File: src/rtl/fpu_wb_pkg.sv
// rtl/fpu_wb_pkg.sv - shared types for the FP result writeback path
package fpu_wb_pkg;

  localparam int FFLAGS_W = 5;
  localparam int WB_DATA_W = 32;
  localparam int WB_TAG_W = 5;

  // Bit order matches the FPU status output: {NV,DZ,OF,UF,NX}
  typedef struct packed {
    logic nv;
    logic dz;
    logic of;
    logic uf;
    logic nx;
  } fflags_t;

  typedef struct packed {
    logic [WB_DATA_W-1:0] data;
    fflags_t              status;
    logic [WB_TAG_W-1:0]  tag;
  } wb_entry_t;

endpackage

File: src/rtl/fpu_result_collector_if.sv
// rtl/fpu_result_collector_if.sv - FPU result input and register-file writeback channels
interface fpu_result_collector_if #(
  parameter int WIDTH     = 32,
  parameter int TAG_WIDTH = 5
);
  import fpu_wb_pkg::*;

  logic                 in_valid_i;
  logic                 in_ready_o;
  logic [WIDTH-1:0]     result_i;
  logic [FFLAGS_W-1:0]  status_i;
  logic [TAG_WIDTH-1:0] tag_i;
  logic                 wb_valid_o;
  logic                 wb_ready_i;
  logic [WIDTH-1:0]     wb_data_o;
  logic [TAG_WIDTH-1:0] wb_rd_o;

  modport slave (
    input  in_valid_i, result_i, status_i, tag_i, wb_ready_i,
    output in_ready_o, wb_valid_o, wb_data_o, wb_rd_o
  );

  modport master (
    output in_valid_i, result_i, status_i, tag_i, wb_ready_i,
    input  in_ready_o, wb_valid_o, wb_data_o, wb_rd_o
  );

endinterface

File: src/rtl/fpu_wb_fifo.sv
// rtl/fpu_wb_fifo.sv - generic valid/ready FIFO with occupancy count and flush
module fpu_wb_fifo #(
  parameter type T     = logic [31:0],
  parameter int  DEPTH = 4,
  localparam int AW    = $clog2(DEPTH),
  localparam int CW    = AW + 1
) (
  input  logic          clk_i,
  input  logic          rst_ni,
  input  logic          flush_i,
  input  logic          push_valid_i,
  output logic          push_ready_o,
  input  T              push_data_i,
  output logic          pop_valid_o,
  input  logic          pop_ready_i,
  output T              pop_data_o,
  output logic [CW-1:0] count_o
);

  T              mem [DEPTH];
  logic [AW-1:0] wptr_q, rptr_q;
  logic [CW-1:0] count_q;
  logic          push, pop;

  // Ready depends only on registered occupancy, never on pop_ready_i
  assign push_ready_o = (count_q != CW'(DEPTH));
  assign pop_valid_o  = (count_q != '0);
  assign pop_data_o   = mem[rptr_q];
  assign count_o      = count_q;

  assign push = push_valid_i && push_ready_o && !flush_i;
  assign pop  = pop_valid_o && pop_ready_i && !flush_i;

  always_ff @(posedge clk_i or negedge rst_ni) begin
    if (!rst_ni) begin
      wptr_q  <= '0;
      rptr_q  <= '0;
      count_q <= '0;
    end else if (flush_i) begin
      wptr_q  <= '0;
      rptr_q  <= '0;
      count_q <= '0;
    end else begin
      if (push) wptr_q <= wptr_q + AW'(1);
      if (pop)  rptr_q <= rptr_q + AW'(1);
      case ({push, pop})
        2'b10:   count_q <= count_q + CW'(1);
        2'b01:   count_q <= count_q - CW'(1);
        default: count_q <= count_q;
      endcase
    end
  end

  always_ff @(posedge clk_i) begin
    if (push) mem[wptr_q] <= push_data_i;
  end

endmodule

File: src/rtl/fpu_result_collector.sv
// rtl/fpu_result_collector.sv - buffers FPU results toward the register file and accrues fflags at commit
module fpu_result_collector
  import fpu_wb_pkg::*;
#(
  parameter int WIDTH     = 32,
  parameter int DEPTH     = 4,
  parameter int TAG_WIDTH = 5
) (
  input  logic                   clk_i,
  input  logic                   rst_ni,
  input  logic                   flush_i,
  fpu_result_collector_if.slave  io,
  output fflags_t                fflags_o,
  input  logic                   fflags_clr_i,
  output logic [$clog2(DEPTH):0] count_o,
  output logic                   busy_o
);

  typedef struct packed {
    logic [WIDTH-1:0]     data;
    fflags_t              status;
    logic [TAG_WIDTH-1:0] tag;
  } entry_t;

  entry_t in_entry, head;
  logic   pop;

  assign in_entry = '{data: io.result_i, status: fflags_t'(io.status_i), tag: io.tag_i};

  fpu_wb_fifo #(
    .T     (entry_t),
    .DEPTH (DEPTH)
  ) u_fifo (
    .clk_i        (clk_i),
    .rst_ni       (rst_ni),
    .flush_i      (flush_i),
    .push_valid_i (io.in_valid_i),
    .push_ready_o (io.in_ready_o),
    .push_data_i  (in_entry),
    .pop_valid_o  (io.wb_valid_o),
    .pop_ready_i  (io.wb_ready_i),
    .pop_data_o   (head),
    .count_o      (count_o)
  );

  // Storage is unreset, so the head is masked to zero while the FIFO is empty
  assign io.wb_data_o = io.wb_valid_o ? head.data : '0;
  assign io.wb_rd_o   = io.wb_valid_o ? head.tag  : '0;
  assign busy_o       = io.wb_valid_o;

  assign pop = io.wb_valid_o && io.wb_ready_i && !flush_i;

  // A clear coinciding with a commit keeps that commit's flags
  always_ff @(posedge clk_i or negedge rst_ni) begin
    if (!rst_ni) begin
      fflags_o <= '0;
    end else if (fflags_clr_i) begin
      fflags_o <= pop ? head.status : '0;
    end else if (pop) begin
      fflags_o <= fflags_t'(fflags_o | head.status);
    end
  end

endmodule

File: src/flat_wrapper.sv
// flat-port wrapper written by rule: the top's interface ports become plain ports
module fpu_result_collector_flat import fpu_wb_pkg::*;
#(
  parameter int WIDTH     = 32,
  parameter int DEPTH     = 4,
  parameter int TAG_WIDTH = 5
)
  (clk_i, rst_ni, flush_i, fflags_o, fflags_clr_i, count_o, busy_o, io_in_valid_i, io_result_i, io_status_i, io_tag_i, io_wb_ready_i, io_in_ready_o, io_wb_valid_o, io_wb_data_o, io_wb_rd_o);
  fpu_result_collector_if #(.WIDTH(WIDTH), .TAG_WIDTH(TAG_WIDTH)) io_i ();
  input  logic clk_i;
  input  logic rst_ni;
  input  logic flush_i;
  output fflags_t fflags_o;
  input  logic fflags_clr_i;
  output logic [$clog2(DEPTH):0] count_o;
  output logic busy_o;
  input wire logic [$bits(io_i.in_valid_i)-1:0] io_in_valid_i;
  input wire logic [$bits(io_i.result_i)-1:0] io_result_i;
  input wire logic [$bits(io_i.status_i)-1:0] io_status_i;
  input wire logic [$bits(io_i.tag_i)-1:0] io_tag_i;
  input wire logic [$bits(io_i.wb_ready_i)-1:0] io_wb_ready_i;
  output wire logic [$bits(io_i.in_ready_o)-1:0] io_in_ready_o;
  output wire logic [$bits(io_i.wb_valid_o)-1:0] io_wb_valid_o;
  output wire logic [$bits(io_i.wb_data_o)-1:0] io_wb_data_o;
  output wire logic [$bits(io_i.wb_rd_o)-1:0] io_wb_rd_o;
  assign io_i.in_valid_i = io_in_valid_i;
  assign io_i.result_i = io_result_i;
  assign io_i.status_i = io_status_i;
  assign io_i.tag_i = io_tag_i;
  assign io_i.wb_ready_i = io_wb_ready_i;
  assign io_in_ready_o = io_i.in_ready_o;
  assign io_wb_valid_o = io_i.wb_valid_o;
  assign io_wb_data_o = io_i.wb_data_o;
  assign io_wb_rd_o = io_i.wb_rd_o;
  fpu_result_collector #(.WIDTH(WIDTH), .DEPTH(DEPTH), .TAG_WIDTH(TAG_WIDTH)) u_core (.clk_i(clk_i), .rst_ni(rst_ni), .flush_i(flush_i), .io(io_i), .fflags_o(fflags_o), .fflags_clr_i(fflags_clr_i), .count_o(count_o), .busy_o(busy_o));
endmodule
File: config.mk
export PLATFORM = sky130hd
export DESIGN_NAME = fpu_result_collector_flat
export DESIGN_NICKNAME = d
export VERILOG_FILES = /design/src/rtl/fpu_wb_pkg.sv /design/src/rtl/fpu_result_collector_if.sv /design/src/rtl/fpu_wb_fifo.sv /design/src/rtl/fpu_result_collector.sv /design/src/flat_wrapper.sv
export SDC_FILE = /design/constraint.sdc
export NUM_CORES = 1
export LEC_CHECK = 0
export CAP_MARGIN = 20
export CORE_ASPECT_RATIO = 0.5
export CORE_MARGIN = 8
export CORE_UTILIZATION = 44
export CTS_CLUSTER_SIZE = 10
export DETAILED_ROUTE_END_ITERATION = 10
export PLACE_DENSITY = 0.68
export SLEW_MARGIN = 30
export SYNTH_ARGS = -nofsm -noshare
export SYNTH_HDL_FRONTEND = slang
export SYNTH_SLANG_ARGS = --single-unit
File: constraint.sdc
create_clock -name clk_i -period 5.51 [get_ports clk_i]
set_clock_uncertainty 0.05 [all_clocks]
set_input_delay 0.8265 -clock clk_i [delete_from_list [all_inputs] [get_ports clk_i]]
set_output_delay 0.8265 -clock clk_i [all_outputs]
set_load 0.05 [all_outputs]
Yosys cells after proc, flatten, opt, wreduce, memory -nomap -nowiden
Memory sizes are Yosys's and may differ from the RTL's.
Cells that the tools add are included.
{ "word_totals": {"ff_bits": 12, "latchBits": 0, "ram_bits": 168, "romBits": 0, "input_bits": 48, "output_inout_bits": 48, "wordCells": 40, "mem_count": 1} }
{ "mem_list": {"columns": ["name", "words", "width", "read_ports", "rd_clocked_by_memory_dff", "write_ports", "line", "rtl"], "rows": [
  ["u_core.u_fifo.mem", 4, 42, 1, 0, 1, "fpu_wb_fifo.sv:20", "T mem [DEPTH];"]
]} }
{ "classes": {"n_addsub": 4, "n_mul": 0, "div": 0, "magnitude_cmp": 0, "n_eq_ne": 3, "shift": 0, "mux": 13, "n_bitwise": 1, "n_reduce_logical": 10} }
{ "op_table": {"columns": ["cell", "count"], "rows": [
  ["$mux W32", 1],
  ["$mux W5", 4],
  ["$mux W2", 4],
  ["$pmux W3 S2", 1],
  ["$reduce_bool A2 Y1", 3],
  ["$reduce_bool A3 Y1", 2],
  ["$or A5 B5 Y5", 1],
  ["$add A2 B1 Y2 const B", 2],
  ["$logic_and A1 B1 Y1", 4],
  ["$add A3 B1 Y3 const B", 1],
  ["$mux W3", 1],
  ["$ne A3 B3 Y1 const B", 1],
  ["$sub A3 B1 Y3 const B", 1],
  ["$eq A2 B1 Y1 const B", 1],
  ["$eq A2 B2 Y1 const B", 1],
  ["$mux W1", 2],
  ["$logic_not A1 Y1", 1]
]} }

Logic depth before layout (Yosys ltp)
Gate-level depths: netlist of run 1.
{ "depth": {"ltp_word": 6, "mapped_depth": 8, "ltp_nobuf": 7} }

By module
From an unflattened synthesis of run 1, not the netlist that was laid out.
{ "unflattened": {"hier_cells": 343, "hier_area_um2": 7186.9} }
{ "modules_own_cells": {"columns": ["module", "instances", "cells_per_inst", "area_per_inst_um2", "seq_area_each_um2"], "rows": [
  ["fpu_wb_fifo", 1, 288, 6721.4, 5220.0],
  ["fpu_result_collector", 1, 55, 465.4, 125.1]
]} }

Worst setup path after synthesis of run 1
OpenSTA, ideal clock, no wires.
{ "synth_timing": {"path_kind": "register to output", "from": "register u_core.u_fifo.count_q[1], in the netlist u_core.u_fifo.count_o[1]", "to": "output port io_wb_data_o[10]", "arrival_ps": 2189, "slack_ps": 2445, "path_stages_with_launch": 6, "n_path_buf": 2, "cell_sequence": "dfrtp_1 buf_2 nor2_1 nand2_1 clkbuf_1 and2_1"} }
{ "synth_via": {"elab_chain_cells": 2} }
{ "synth_rtl": {"columns": ["element", "line", "rtl"], "rows": [
  ["start: declaration", "fpu_wb_fifo.sv:22", "logic [CW-1:0] count_q;"],
  ["start signal: assignment", "fpu_wb_fifo.sv:47", "2'b10: count_q <= count_q + CW'(1);"],
  ["start signal: assignment", "fpu_wb_fifo.sv:48", "2'b01: count_q <= count_q - CW'(1);"],
  ["start signal: assignment", "fpu_wb_fifo.sv:49", "default: count_q <= count_q;"],
  ["$reduce_bool A3 Y1", "fpu_wb_fifo.sv:27", "assign pop_valid_o = (count_q != '0);"],
  ["via busy_o", "flat_wrapper.sv:16", "output logic busy_o;"],
  ["$mux W32", "fpu_result_collector.sv:47", "assign io.wb_data_o = io.wb_valid_o ? head.data : '0;"],
  ["end: declaration", "flat_wrapper.sv:24", "output wire logic [$bits(io_i.wb_data_o)-1:0] io_wb_data_o;"]
]} }
The timed path passes the listed nets, and every way through them passes these cells.

Worst setup path after layout of run 1
{ "layout_timing": {"from": "register u_core.u_fifo.rptr_q[1]", "to": "output port io_wb_data_o[7]"} }
{ "layout_via": {"elab_chain_cells": 2} }
{ "layout_rtl": {"columns": ["element", "line", "rtl"], "rows": [
  ["start: declaration", "fpu_wb_fifo.sv:21", "logic [AW-1:0] wptr_q, rptr_q;"],
  ["start signal: assignment", "fpu_wb_fifo.sv:45", "if (pop) rptr_q <= rptr_q + AW'(1);"],
  ["$mem_v2 Z4 W42", null, null],
  ["$mux W32", "fpu_result_collector.sv:47", null]
]} }
Every way passes these cells.

==> results of run 1 <==
==> per-stage QoR <==
stage	setup slack [ns]	area [um2]	util (%)	std cells
6_report	1.68	8930	55.2	694
3_5_place_dp	1.94	8300	51.3	661
3_3_place_gp	1.80	8290	51.2	661
2_1_floorplan	2.44	7180	-	354
4_1_cts	1.56	8910	55.0	693
5_1_grt	1.54	8930	55.2	694
==> layout make-up <==
type / count / area (um2)
clock buffers: 18 / 429
clock inverters: 14 / 183
fillers: 1274 / 7260
inverters: 18 / 67.6
multi-input cells: 135 / 1600
flip-flops and latches: 180 / 5350
well taps: 227 / 284
repair buffers: 102 / 1020
==> flip-flops by register name, summed over array words and instances (netlist names) <==
name                   cells
u_core.u_fifo.mem        168
u_core.fflags_o            5
u_core.u_fifo.count_o      3
u_core.u_fifo.rptr_q       2
u_core.u_fifo.wptr_q       2
==> synthesized netlist by cell type (2+ instances only) <==
library cell	instances
mux4_2	38
o22ai_1	5
a31oi_1	2
edfxtp_1	168
a311o_1	2
nand3_1	2
buf_4	3
dfrtp_1	12
a2111oi_0	2
o21ai_0	4
nand2_1	2
inv_1	18
clkbuf_1	6
buf_12	4
buf_2	6
nor2_1	7
a21oi_1	6
and2_1	41
ha_1	4
mux4_1	4
buf_6	2
xor2_1	3
nand3b_1	2
==> routing by layer <==
| layer | vias up | wire (um) | track usage, % |
|---|---|---|---|
| met3 | 8 | 765 | 4.16 |
| met2 | 81 | 6790 | 22.1 |
| li1 | 1608 | - | - |
| met1 | 1818 | 6010 | 17.3 |
| met4 | 0 | 97 | 4.22 |
| met5 | - | 0 | 0 |
==> logic make-up after synthesis <==
kind of cell / after synthesis
buffers and inverters: 39
adders and majority gates: 5
and+or+nand+nor: 61
xor gates and xnor gates: 3
muxes: 42
DFF: 180
AOI/OAI and AO/OA: 24
==> power groups by stage <==
stage          Sequential [mW]  Clock (mW)  Combinational (mW)
2_1_floorplan             1.64           0               0.695
3_3_place_gp              1.67           0               0.955
3_5_place_dp              1.67           0               0.959
4_1_cts                   1.64        1.23               0.964
5_1_grt                   1.62        1.28                1.04
6_report                  1.61        1.21               0.981
==> worst max path at each step <==
stage | from | end | slack (ns) | cells after the start
after floorplan | u_core.u_fifo.count_o[1]$_DFFE_PN0P_ | io_wb_data_o[10] | 2.44 | 5
after global placement | u_core.u_fifo.count_o[0]$_DFFE_PN0P_ | io_wb_data_o[16] | 1.80 | 5
after detailed placement | io_in_valid_i | u_core.u_fifo.mem[3][33]$_DFFE_PP_ | 1.94 | 5
after CTS | u_core.u_fifo.rptr_q[0]$_DFFE_PN0P_ | io_wb_data_o[24] | 1.56 | 3
after global routing | u_core.u_fifo.rptr_q[1]$_DFFE_PN0P_ | io_wb_data_o[7] | 1.54 | 4
final | u_core.u_fifo.rptr_q[1]$_DFFE_PN0P_ | io_wb_data_o[7] | 1.68 | 4
==> critical path, delay by kind of cell (launching register included) <==
kind / cells / cell delay (ns)
muxes: 1 / 0.31
buffers and inverters: 2 / 1.06
DFF: 1 / 0.97
and+or+nand+nor: 1 / 0.18
==> results.sh, run 1 <==
export IMPL_ios=96
export IMPL_yosysTopAreaCell="edfxtp_1"
export IMPL_ys_flop_type="edfxtp_1"
export IMPL_start_util_pct=44.4
export IMPL_post_cts_buffers=0
export IMPL_die_area_mm2=0.0209
export IMPL_row_count=33
export IMPL_fin_setup_tns_ns=0
export IMPL_grt_pass1_vias=3750
export IMPL_tritoncts="yes"
export IMPL_htreeDepth=4
export IMPL_grt_max_degree=45
export IMPL_yosysWarningCount=0
export IMPL_vias_per_cell=5.06
export IMPL_setup_violations=0
export IMPL_critPathLaunchType="register"
export IMPL_firstDrtPassIters=4
export IMPL_syn_nets=407
export IMPL_period_needed_ns=3.83
export IMPL_track_usage_pct=13.5
export IMPL_regToRegEndpoint="u_core.u_fifo.count_o[1]$_DFFE_PN0P_"
export IMPL_rsz0062_at_grt="no"
export IMPL_port_buffers=95
export IMPL_synth_edff_count=168
export IMPL_holdPathEnd="u_core.fflags_o[0]$_DFFE_PN0P_"
export IMPL_drtIter0Drc=223
export IMPL_postCtsHoldBufs=0
export IMPL_worstPathMaxFanout=34
export IMPL_critical_path_arrival_ns=2.95
export IMPL_p_seq_share_pct=42.4
export IMPL_postSynthAreaPerCell_um2=20.3
export IMPL_synth_seq_area_share_pct=74.4
export IMPL_synth_cell_types=34
export IMPL_critPathRequiredTime_ns=4.63
export IMPL_crit_type="reg -> out"
export IMPL_cts_sinks=180
export IMPL_min_from="u_core.fflags_o[0]$_DFFE_PN0P_"
export IMPL_cellPowerDensity_mw_per_mm2=426
export IMPL_vias=3515
export IMPL_final_max_slew_viol_count=0
export IMPL_core_mm2=0.0162
export IMPL_worstMarginPinSlew_ns=0.906
export IMPL_slowest_stage="dfrtp_2"
export IMPL_power_total_mw=3.80
export IMPL_maxCapViolCount=0
export IMPL_p_comb_share_pct=25.8
export IMPL_internal_power_mw=2.56
export IMPL_synth_top_family_by_area="multiplexers"
export IMPL_finalHoldViolCount=0
export IMPL_area_delta_synth_final_pct=24.3
export IMPL_r2r_cells=7
export IMPL_drt_wl_total_um=13700
export IMPL_clock_latency_ns=0.42
export IMPL_wl_per_cell_um=19.7
export IMPL_synth_top_area_share_pct=70.2
export IMPL_fp_dieW_um=197
export IMPL_fmax_ghz=0.261
export IMPL_grt_pass1_wl_um=21600
export IMPL_hold_worst_slack_ns=0.479
export IMPL_num_nets_final=507
export IMPL_cellLeakagePower_nw=2.91
export IMPL_layout_commonest_cell="edfxtp_1"
export IMPL_worstSetupEndpointType="output port"
export IMPL_synthTopCellsByArea="edfxtp_1, mux4_2, dfrtp_1"
export IMPL_synth_xor_area_share_pct=0.366
export IMPL_min_path_type="reg -> reg"
export IMPL_netlist_area_mm2=0.00718
export IMPL_synthMuxAreaShare_pct=13.4
export IMPL_r2r_start="u_core.u_fifo.count_o[0]$_DFFE_PN0P_"
export IMPL_irDropWorstVdd_uv=230
export IMPL_async_reset_ff_share_pct=6.67
export IMPL_drive_gt1_share_pct=18.4
export IMPL_cts_resized=0
export IMPL_yosys_area_share_simple_pct=5.19
export IMPL_path_cells="buf_4 > mux4_2 > and2_1 > clkdlybuf4s50_1"
export IMPL_r2r_slack_ns=2.84
export IMPL_grt_ovfl_total=0
export IMPL_p_clk_share_pct=31.8
export IMPL_drc=0
export IMPL_yosys_area_share_adder_pct=0.976
export IMPL_cts_root_buf="clkbuf_16"
export IMPL_netSwitchingPower_mw=1.24
export IMPL_synth_compound_area_share_pct=2.25
export IMPL_slew_headroom_pct=39.6
export IMPL_hpwl_um=8350
export IMPL_yosys_register_bits=180
export IMPL_cts_buffers=17
export IMPL_synth_cells=354
export IMPL_path_clk_slew_ns=0.07
export IMPL_cts_buffer_depth=2
export IMPL_postRouteAntennaNets=0
export IMPL_antennaDiodeCount=0
export IMPL_slowest_delay_ns=0.97
export IMPL_status="finished, final reports clean"
export IMPL_antenna_found_initial=0
export IMPL_switching_share_pct=32.7
export IMPL_gp_congestion=0.761
export IMPL_mostFrequentLayoutCells="edfxtp_1, clkdlybuf4s50_1, mux4_2"
export IMPL_die_h_um=106
export IMPL_min_path_cells=2
export IMPL_period_share_pct=69.4
(Power assumes the default switching activity.)
==> inputs of run 2 (changes only) <==
--- a/config.mk
+++ b/config.mk
@@ -11,7 +11,7 @@
 export CORE_UTILIZATION = 44
 export CTS_CLUSTER_SIZE = 10
 export DETAILED_ROUTE_END_ITERATION = 10
-export PLACE_DENSITY = 0.68
+export PLACE_DENSITY = 0.71
 export SLEW_MARGIN = 30
 export SYNTH_ARGS = -nofsm -noshare
 export SYNTH_HDL_FRONTEND = slang
==> constraint.sdc (replaced) <==
create_clock -name clk_i -period 3.3 [get_ports clk_i]
set_clock_uncertainty 0.05 [all_clocks]
set_input_delay 0.495 -clock clk_i [delete_from_list [all_inputs] [get_ports clk_i]]
set_output_delay 0.495 -clock clk_i [all_outputs]
set_load 0.05 [all_outputs]
==> run 2 against run 1 <==
  * Sequential power up 67%
  * Utilization increased by 2.6 points
  * First-iteration DRC count up 3.6%
  * Critical path type unchanged
  * Critical endpoint unchanged
==> results.sh, run 2 (synthesized netlist as in run 1, its figures left out) <==
export IMPL_design_area_mm2=0.00935
export IMPL_top_register="u_core.u_fifo.mem"
export IMPL_cts_buffers=17
export IMPL_register_area_mm2=0.00535
export IMPL_multiInputGateArea_mm2=0.00160
export IMPL_drive_gt1_share_pct=28.1
export IMPL_dp_cells=672
export IMPL_post_cts_buffers=0
export IMPL_drc=0
export IMPL_nFillCells=1196
export IMPL_postRouteAntennaNets=0
export IMPL_grt_ovfl_total=0
export IMPL_largest_reg_flops=168
export IMPL_r2r_cells=7
export IMPL_mostFrequentLayoutCells="edfxtp_1, clkdlybuf4s50_1, mux4_2, buf_12, and2_1"
export IMPL_cellLeakagePower_nw=3.13
export IMPL_critPathCapture="io_wb_data_o[7]"
export IMPL_rsz0062_at_grt="no"
export IMPL_busiest_layer="met2"
export IMPL_grt_pass1_wl_um=21100
export IMPL_irDropWorstVdd_uv=455
export IMPL_hpwl_um=8940
export IMPL_firstDrtPassIters=4
export IMPL_wl_per_cell_um=19.3
export IMPL_clock_latency_ns=0.41
export IMPL_pre_cts_slack_ns=0.533
export IMPL_num_nets_final=517
export IMPL_drt_wl_total_um=13600
export IMPL_fin_setup_tns_ns=0
export IMPL_cts_sinks=180
export IMPL_critPathRequiredTime_ns=2.75
export IMPL_cts_root_buf="clkbuf_16"
export IMPL_r2r_start="u_core.u_fifo.count_o[0]$_DFFE_PN0P_"
export IMPL_path_clk_slew_ns=0.07
export IMPL_vias=3595
export IMPL_setup_violations=0
export IMPL_htreeDepth=4
export IMPL_r2r_slack_ns=0.72
export IMPL_cts_resized=0
export IMPL_ios=96
export IMPL_fp_dieW_um=197
export IMPL_hold_worst_slack_ns=0.390
export IMPL_gp_congestion=0.744
export IMPL_critPathLaunchType="register"
export IMPL_status="finished, final reports clean"
export IMPL_worstPathMaxFanout=21
export IMPL_start_util_pct=44.4
export IMPL_fmax_ghz=0.349
export IMPL_crit_type="reg -> out"
export IMPL_grt_max_degree=40
export IMPL_port_buffers=95
export IMPL_antennaDiodeCount=0
export IMPL_cts_buffer_depth=2
export IMPL_placed_area_mm2=0.00875
export IMPL_worstSetupEndpointType="output port"
export IMPL_core_mm2=0.0162
export IMPL_period_needed_ns=2.86
export IMPL_fin_cells=704
export IMPL_cellPowerDensity_mw_per_mm2=716
export IMPL_grt_pass1_vias=3788
export IMPL_track_usage_pct=13.3
export IMPL_drtIter0Drc=231
export IMPL_min_path_type="in -> async"
export IMPL_regToRegEndpoint="u_core.u_fifo.count_o[1]$_DFFE_PN0P_"
export IMPL_final_max_slew_viol_count=0
export IMPL_die_area_mm2=0.0209
export IMPL_area_delta_synth_final_pct=30.2
export IMPL_row_count=33
export IMPL_postCtsHoldBufs=0
export IMPL_gr_usage_met3_pct=4.51
export IMPL_met1_usage_pct=16.4
export IMPL_layout_commonest_cell="edfxtp_1"
export IMPL_slew_headroom_pct=62.4
export IMPL_vias_per_cell=5.11
export IMPL_setup_slack_ns=0.438
export IMPL_period_share_pct=86.7
export IMPL_grt_met2_usage_pct=22.2
export IMPL_worstMarginPinSlew_ns=0.562
export IMPL_post_route_util_pct=57.8
export IMPL_antenna_found_initial=0
export IMPL_tritoncts="yes"
export IMPL_maxCapViolCount=0
export IMPL_die_h_um=106
export IMPL_critPathLaunch="u_core.u_fifo.rptr_q[0]$_DFFE_PN0P_"
export IMPL_finalHoldViolCount=0
export IMPL_power_total_mw=6.70
export IMPL_critical_path_arrival_ns=2.32
run 2: worst min path at each step:
stage                                   startpoint                                   end  slack, ns  cells past startpoint
CTS                                         rst_ni  u_core.u_fifo.count_o[2]$_DFFE_PN0P_       0.41                      1
detailed placement  u_core.fflags_o[1]$_DFFE_PN0P_        u_core.fflags_o[1]$_DFFE_PN0P_       0.49                      2
floorplan                                   rst_ni        u_core.fflags_o[0]$_DFFE_PN0P_       0.15                      0
finish                                      rst_ni  u_core.u_fifo.count_o[2]$_DFFE_PN0P_       0.39                      1
global route                                rst_ni  u_core.u_fifo.count_o[0]$_DFFE_PN0P_       0.44                      1
global placement    u_core.fflags_o[4]$_DFFE_PN0P_        u_core.fflags_o[4]$_DFFE_PN0P_       0.47                      2
run 2: layout make-up:
class / count / area share, %
clock inverters: 14 / 1.75
repair buffers: 112 / 15.6
well taps: 227 / 3.04
inverters: 18 / 0.723
multi-input cells: 135 / 17.1
flip-flops and latches: 180 / 57.2
clock buffers: 18 / 4.59
run 2: critical path, stage by stage (launching register included):
cell     delay (ns)
dfrtp_4        0.73
buf_4          0.28
mux4_2         0.50
and2_1         0.21
buf_12         0.16
run 2: layer usage:
| layer | vias to the layer above | wire length (um) |
|---|---|---|
| met5 | - | 0 |
| met4 | 0 | 133 |
| met3 | 11 | 602 |
| met2 | 54 | 6940 |
| met1 | 1899 | 5950 |
| li1 | 1631 | - |
run 2: where the power goes:
part	switching, mW	internal [mW]
Sequential	0.0942	2.59
Combinational	1.07	0.943
Clock	0.859	1.14
==> inputs of run 3 (changes only) <==
--- a/config.mk
+++ b/config.mk
@@ -12,7 +12,7 @@
 export CTS_CLUSTER_SIZE = 10
 export DETAILED_ROUTE_END_ITERATION = 10
 export PLACE_DENSITY = 0.71
-export SLEW_MARGIN = 30
+export SLEW_MARGIN = 20
 export SYNTH_ARGS = -nofsm -noshare
 export SYNTH_HDL_FRONTEND = slang
 export SYNTH_SLANG_ARGS = --single-unit
==> results of run 3 <==
The final DEF is identical to that of run 2; final timing and power are the same.
